<file path="config.mk">
export PLATFORM = sky130hd
export DESIGN_NAME = barrido_display
export DESIGN_NICKNAME = d
export VERILOG_FILES = /design/src/rtl/display_pkg.sv /design/src/rtl/divisor_tick.sv /design/src/rtl/barrido_display.sv
export SDC_FILE = /design/constraint.sdc
export NUM_CORES = 1
export LEC_CHECK = 0
export CAP_MARGIN = 20
export CELL_PAD_IN_SITES_DETAIL_PLACEMENT = 1
export CELL_PAD_IN_SITES_GLOBAL_PLACEMENT = 2
export CORE_MARGIN = 2
export CORE_UTILIZATION = 33
export DETAILED_ROUTE_END_ITERATION = 6
export GPL_TIMING_DRIVEN = 0
export PLACE_DENSITY = 0.77
export SLEW_MARGIN = 0
export SYNTH_ARGS = -nofsm -noshare
export SYNTH_HDL_FRONTEND = slang
export SYNTH_SLANG_ARGS = --single-unit
</file>
<file path="constraint.sdc">
create_clock -name clk -period 2.6 [get_ports clk]
set_input_delay 0.39 -clock clk [delete_from_list [all_inputs] [get_ports clk]]
set_output_delay 0.39 -clock clk [all_outputs]
set_load 0.01 [all_outputs]
</file>
<file path="src/rtl/display_pkg.sv">
// ============================================================================
// display_pkg : display codes and widths shared by the scanner and converter
// Rev 1.0
// ============================================================================
`default_nettype none

package display_pkg;

  localparam int ANCHO_COD    = 5;
  localparam int ANCHO_NIBBLE = 4;

  localparam logic [ANCHO_COD-1:0] COD_BLANCO = 5'b10000;
  localparam logic [ANCHO_COD-1:0] COD_GUION  = 5'b10001;

  function automatic logic [ANCHO_COD-1:0] cod_dato(input logic [ANCHO_NIBBLE-1:0] nib);
    return {1'b0, nib};
  endfunction

endpackage

`default_nettype wire

</file>
<file path="src/rtl/divisor_tick.sv">
// ============================================================================
// divisor_tick : free-running prescaler 0..DIV-1 with a wrap strobe
// Rev 1.0
// ============================================================================
`default_nettype none

module divisor_tick #(
  parameter int DIV = 50000,
  parameter int PW  = (DIV > 1) ? $clog2(DIV) : 1
) (
  input  logic          clk,
  input  logic          rst_n,
  output logic [PW-1:0] presc,
  output logic          tick
);

  localparam logic [PW-1:0] c_presc_max = PW'(DIV - 1);

  assign tick = (presc == c_presc_max);

  always_ff @(posedge clk or negedge rst_n) begin
    if (!rst_n) begin
      presc <= '0;
    end else if (tick) begin
      presc <= '0;
    end else begin
      presc <= presc + PW'(1);
    end
  end

endmodule

`default_nettype wire

</file>
<file path="src/rtl/barrido_display.sv">
// ============================================================================
// barrido_display : N-digit 7-segment scanner with frame-aligned double buffer
// Rev 1.0
// ============================================================================
`default_nettype none

module barrido_display
  import display_pkg::*;
#(
  parameter int N_DIGITOS    = 4,
  parameter int DIV_REFRESCO = 50000
) (
  input  logic                              clk,
  input  logic                              rst_n,
  input  logic [ANCHO_NIBBLE*N_DIGITOS-1:0] datos,
  input  logic                              cargar,
  input  logic                              blank_ceros,
  input  logic                              error,
  output logic [ANCHO_COD-1:0]              hex,
  output logic [N_DIGITOS-1:0]              anodos,
  output logic                              pendiente
);

  localparam int IW = $clog2(N_DIGITOS);
  localparam int PW = $clog2(DIV_REFRESCO);
  localparam int DW = ANCHO_NIBBLE * N_DIGITOS;

  localparam logic [IW-1:0]        c_idx_max   = IW'(N_DIGITOS - 1);
  localparam logic [PW-1:0]        c_presc_max = PW'(DIV_REFRESCO - 1);
  localparam logic [N_DIGITOS-1:0] c_uno       = N_DIGITOS'(1);

  logic [PW-1:0]           w_presc;
  logic                    w_tick;
  logic                    w_frontera;
  logic [IW-1:0]           r_idx;
  logic [IW-1:0]           w_idx_sig;
  logic [DW-1:0]           r_entrada;
  logic [DW-1:0]           r_visible;
  logic [DW-1:0]           w_visible_sig;
  logic                    r_pendiente;
  logic [ANCHO_NIBBLE-1:0] w_nib;
  logic                    w_ceros;
  logic [ANCHO_COD-1:0]    w_cod;
  logic [N_DIGITOS-1:0]    w_anod;

  divisor_tick #(
    .DIV (DIV_REFRESCO),
    .PW  (PW)
  ) u_divisor (
    .clk   (clk),
    .rst_n (rst_n),
    .presc (w_presc),
    .tick  (w_tick)
  );

  assign w_frontera = w_tick && (r_idx == c_idx_max);
  assign pendiente  = r_pendiente;

  always_comb begin
    w_idx_sig = r_idx;
    if (w_tick) begin
      w_idx_sig = (r_idx == c_idx_max) ? '0 : r_idx + IW'(1);
    end
  end

  // Outputs are built from the buffer state of the next cycle so digit 0 of a new frame shows new data.
  always_comb begin
    w_visible_sig = r_visible;
    if (w_frontera) begin
      if (cargar) begin
        w_visible_sig = datos;
      end else if (r_pendiente) begin
        w_visible_sig = r_entrada;
      end
    end
  end

  always_comb begin
    w_nib   = '0;
    w_ceros = 1'b1;
    for (int j = 0; j < N_DIGITOS; j++) begin
      if (IW'(j) == w_idx_sig) begin
        w_nib = w_visible_sig[j*ANCHO_NIBBLE +: ANCHO_NIBBLE];
      end
      if (IW'(j) >= w_idx_sig && w_visible_sig[j*ANCHO_NIBBLE +: ANCHO_NIBBLE] != '0) begin
        w_ceros = 1'b0;
      end
    end

    if (error) begin
      w_cod = COD_GUION;
    end else if (blank_ceros && (w_idx_sig != '0) && w_ceros) begin
      w_cod = COD_BLANCO;
    end else begin
      w_cod = cod_dato(w_nib);
    end

    // Prescaler about to wrap: next cycle opens a slot with all anodes off.
    if (w_presc == c_presc_max) begin
      w_anod = '1;
    end else begin
      w_anod = ~(c_uno << w_idx_sig);
    end
  end

  always_ff @(posedge clk or negedge rst_n) begin
    if (!rst_n) begin
      r_idx  <= '0;
      hex    <= COD_BLANCO;
      anodos <= '1;
    end else begin
      r_idx  <= w_idx_sig;
      hex    <= w_cod;
      anodos <= w_anod;
    end
  end

  always_ff @(posedge clk or negedge rst_n) begin
    if (!rst_n) begin
      r_entrada   <= '0;
      r_visible   <= '0;
      r_pendiente <= 1'b0;
    end else if (w_frontera) begin
      if (cargar) begin
        r_entrada <= datos;
      end
      r_visible   <= w_visible_sig;
      r_pendiente <= 1'b0;
    end else if (cargar) begin
      r_entrada   <= datos;
      r_pendiente <= 1'b1;
    end
  end

endmodule

`default_nettype wire

</file>
==> results.md <==
- The run finished with clean final reports.
- After clock tree synthesis, the clock-pin slew on the worst setup and hold paths is 70 ps.
- Dividing the synthesized area by the synthesized cell count gives 11.4 sq um.
- In this run, synthesis produced a sequential element count of 60.
- The worst hold path belongs to the class input pin to asynchronous set/reset pin.
- The average via count per standard cell is 4.96.
- The count of flip-flops with a built-in enable after synthesis is 0.
- The post-synthesis async set-or-reset flop share is 100%.
- The remaining antenna violation count is 0.
- The number of levels the H-tree was split into is 3.
- Subtracting the final worst setup slack from the clock period gives 2490 ps.
- The clock latency on the worst-skew pair is 340 ps.
- The final standard cell utilization of the core is 43.7%.
- Once the floorplan was initialized, standard cells occupied 33.5% of the core.
- Measured against its own limit, the worst slew margin works out to 49.6%.
- The initial antenna violation count is 0.
- The fraction of final layout cells with drive strength greater than 1 is 26.2%.
- The final weighted congestion of routability-driven global placement is 0.712.
- The number of top-level design ports is 31.
- Buffers placed on the I/O ports in this run total 29.
- Dividing the detail-routed wire length by the instance count gives 15.9 um.
- At the pin with the least slew margin, the transition time is 756 ps.
- The top-area cell type share of the netlist area is 50.7%.
- Data on the critical path arrives at its endpoint at 2780 ps.
- The number of endpoints with negative hold slack in the final report came to 0.
- The clock sink count is 60.
- The reg2reg setup slack is 110 ps.
- The repair_antennas step left the layout with diodes totalling 0.
- The beginning of the worst register-to-register path is u_divisor.presc[7]$_DFF_PN0_.
- The critical path class is flop to flop.
- The number of optimization iterations in the first detailed-route pass is 4.
- The cell row count is 33.
- The worst register-to-register path has a depth of 7.
- The yosys synthesis warning count is 0.
- The sum of negative setup slack is 0 ps.
- The number of distinct standard cells referenced by the synthesized netlist is 49.
- Counting every instance in the synthesized netlist gives 237.
- The die covers 8960 sq um.
- The power per unit of standard cell area is 552 nW/um^2.
- The die is 94.7 um tall.
- The type of origin of the critical path is a flop.
- The clock tree from TritonCTS is done.
- After the last flow step, the layout net total stands at 312.
- The via count of the first global-routing pass came to 2044.
- Counting along the longest clock path gives a buffer depth of 2.
- After synthesis, the cell types taking the most area are sky130_fd_sc_hd__dfrtp_1, sky130_fd_sc_hd__mux2_2, sky130_fd_sc_hd__dfstp_2.
- The portion of the post-synthesis area used by sequential elements is 55.6%.
- The final setup violation count is 0.
- The number of nets produced by synthesis is 260.
- The violation count after the first detailed-route iteration is 66.
- Along the worst path, the maximum fanout reaches 8.
- In this run, post-CTS hold repair placed 0 buffers.
- The overall routing resource usage is 15.6%.
- STA classifies the critical path endpoint as a flop.
- The final layout contains routed wiring with a total length of 6350 um.
- In the routed design, unresolved DRC markers number 0.
- By count the netlist is led by sky130_fd_sc_hd__dfrtp_1, sky130_fd_sc_hd__nor2_1, sky130_fd_sc_hd__nand2_1.
- The number of clock buffers added by TritonCTS is 9.
- The via count is 1978.
- The biggest area contributor in the post-synthesis netlist is sky130_fd_sc_hd__dfrtp_1.
- The reg-to-reg endpoint is hex[4]$_DFF_PN1_.
- For this run, the top clock speed supported by timing is 401 MHz.
- Global routing finished with a remaining overflow of 0.
- The number of max-slew violations in the final report came to 0.
- The growth of design area from synthesis to finish is 30.3%.
- The die boundary width is 94.7 um.
- The wire length of the first global-routing pass is 10600 um.
- The total core area is 8090 sq um.
- In the synthesized netlist the dominant register cell turns out to be sky130_fd_sc_hd__dfrtp_1.
- For this design the static power due to leakage is 1.57 nW.
- The cell sitting at the root of the clock tree is a sky130_fd_sc_hd__clkbuf_8.
- Once detailed placement completed, the half-perimeter wirelength came to 4340 um.
- The worst path uses 95.9% of the clock period.
- The leading cell type by number of instances after synthesis is sky130_fd_sc_hd__dfrtp_1.
- The cell area after synthesis is 2710 sq um.
- Total power for the finished layout comes to 1.95 mW.
- Max-cap violations in this run came to 0.
- The maximum number of pins on one net before global-route repair is 61.
- At the worst endpoint, the required time is 2880 ps.
- The worst clock skew on the final layout is 10.5 ps.
- IR analysis of the VDD net gives a maximum drop of 0.269 mV.
worst max path at each step:
| stage | start | endpoint | slack (ps) | cells after the start |
|---|---|---|---|---|
| after global placement | rst_n | u_divisor.presc[3]$_DFF_PN0_ | -910 | 1 |
| after global routing | u_divisor.presc[7]$_DFF_PN0_ | hex[4]$_DFF_PN1_ | -9 | 7 |
| final | u_divisor.presc[7]$_DFF_PN0_ | hex[4]$_DFF_PN1_ | 110 | 7 |
| after CTS | u_divisor.presc[10]$_DFF_PN0_ | hex[4]$_DFF_PN1_ | 20 | 7 |
| after floorplan | u_divisor.presc[11]$_DFF_PN0_ | hex[4]$_DFF_PN1_ | 150 | 6 |
| after detailed placement | u_divisor.presc[11]$_DFF_PN0_ | hex[3]$_DFF_PN0_ | -450 | 6 |
power by group:
group	total, mW	switching, mW	internal, mW
clock	0.865	0.373	0.492
sequential	0.973	0.0101	0.963
combinational	0.114	0.0565	0.0572
through the flow:
stage               instance area [sq um]  std cells  hold WS, ps  worst slack [ps]
global placement                     3130        371          462              -909
global route                         3530        399          163             -8.54
CTS                                  3440        396          146              16.2
detailed placement                   3130        371          466              -450
floorplan                            2710        237         94.4               152
finish                               3530        399          116               106
state kept, by name (all words and copies together) (netlist names):
| signal | count |
|---|---|
| r_idx | 2 |
| u_divisor.presc | 16 |
| pendiente | 1 |
| r_visible | 16 |
| r_entrada | 16 |
| hex | 5 |
| anodos | 4 |
kinds of logic after synthesis:
group | share of synthesized area, %
simple gates | 18.6
mux | 9.50
compound gates | 8.81
buf+inv | 2.35
xor+xnor | 4.20
flops | 55.6
fa+ha+maj | 0.922
cells in the final DEF, fill, tap and decap left out, types with 4 or more instances in the layout:
| cell type | netlist | final |
|---|---|---|
| sky130_fd_sc_hd__dfrtp_1 | 55 | 54 |
| sky130_fd_sc_hd__clkinv_2 | 0 | 4 |
| sky130_fd_sc_hd__mux2i_1 | 10 | 6 |
| sky130_fd_sc_hd__xnor2_1 | 7 | 7 |
| sky130_fd_sc_hd__nand3_1 | 13 | 12 |
| sky130_fd_sc_hd__buf_4 | 0 | 13 |
| sky130_fd_sc_hd__a32oi_1 | 6 | 6 |
| sky130_fd_sc_hd__xor2_1 | 6 | 6 |
| sky130_fd_sc_hd__o21ai_0 | 6 | 5 |
| sky130_fd_sc_hd__nand2_1 | 18 | 18 |
| sky130_fd_sc_hd__nor2b_1 | 4 | 4 |
| sky130_fd_sc_hd__nor2_1 | 20 | 19 |
| sky130_fd_sc_hd__inv_1 | 7 | 7 |
| sky130_fd_sc_hd__dfstp_2 | 5 | 5 |
| sky130_fd_sc_hd__clkbuf_1 | 3 | 4 |
| sky130_fd_sc_hd__a21oi_1 | 11 | 10 |
| sky130_fd_sc_hd__clkdlybuf4s50_1 | 0 | 28 |
| sky130_fd_sc_hd__clkbuf_8 | 0 | 11 |
| sky130_fd_sc_hd__mux2_2 | 14 | 14 |
metal layers:
layer | global-route usage [%] | vias up | wire (um)
li1 | - | 948 | -
met1 | 22.5 | 997 | 3180
met2 | 22.0 | 26 | 2860
met3 | 4.23 | 7 | 220
met4 | 6.52 | 0 | 92
met5 | 0 | - | 0
worst max-delay path, cell delays in order, from the launching register on:
cell                       delay, ps
sky130_fd_sc_hd__dfrtp_1         400
sky130_fd_sc_hd__or4b_4          610
sky130_fd_sc_hd__or4_4           540
sky130_fd_sc_hd__buf_6           150
sky130_fd_sc_hd__o21ai_2         140
sky130_fd_sc_hd__nand2_1          90
sky130_fd_sc_hd__nor4bb_1        280
sky130_fd_sc_hd__a41o_1          220
cell type report:
class	count	area, sq um
multi-input cells	161	1230
clock buffers	12	155
plain buffers	7	38.8
clock inverters	4	47.5
inverters	9	36.3
flip-flops and latches	60	1510
fillers	886	4560
well taps	105	131
repair buffers	41	382
what timing repair did:
item / CTS / global route
gates resized for setup: 9 / 17
setup endpoints to repair: 5 / 5
buffers inserted: 9 / 3
pin swaps: 7 / 6
No activity file was read; power rests on OpenSTA's default activity.
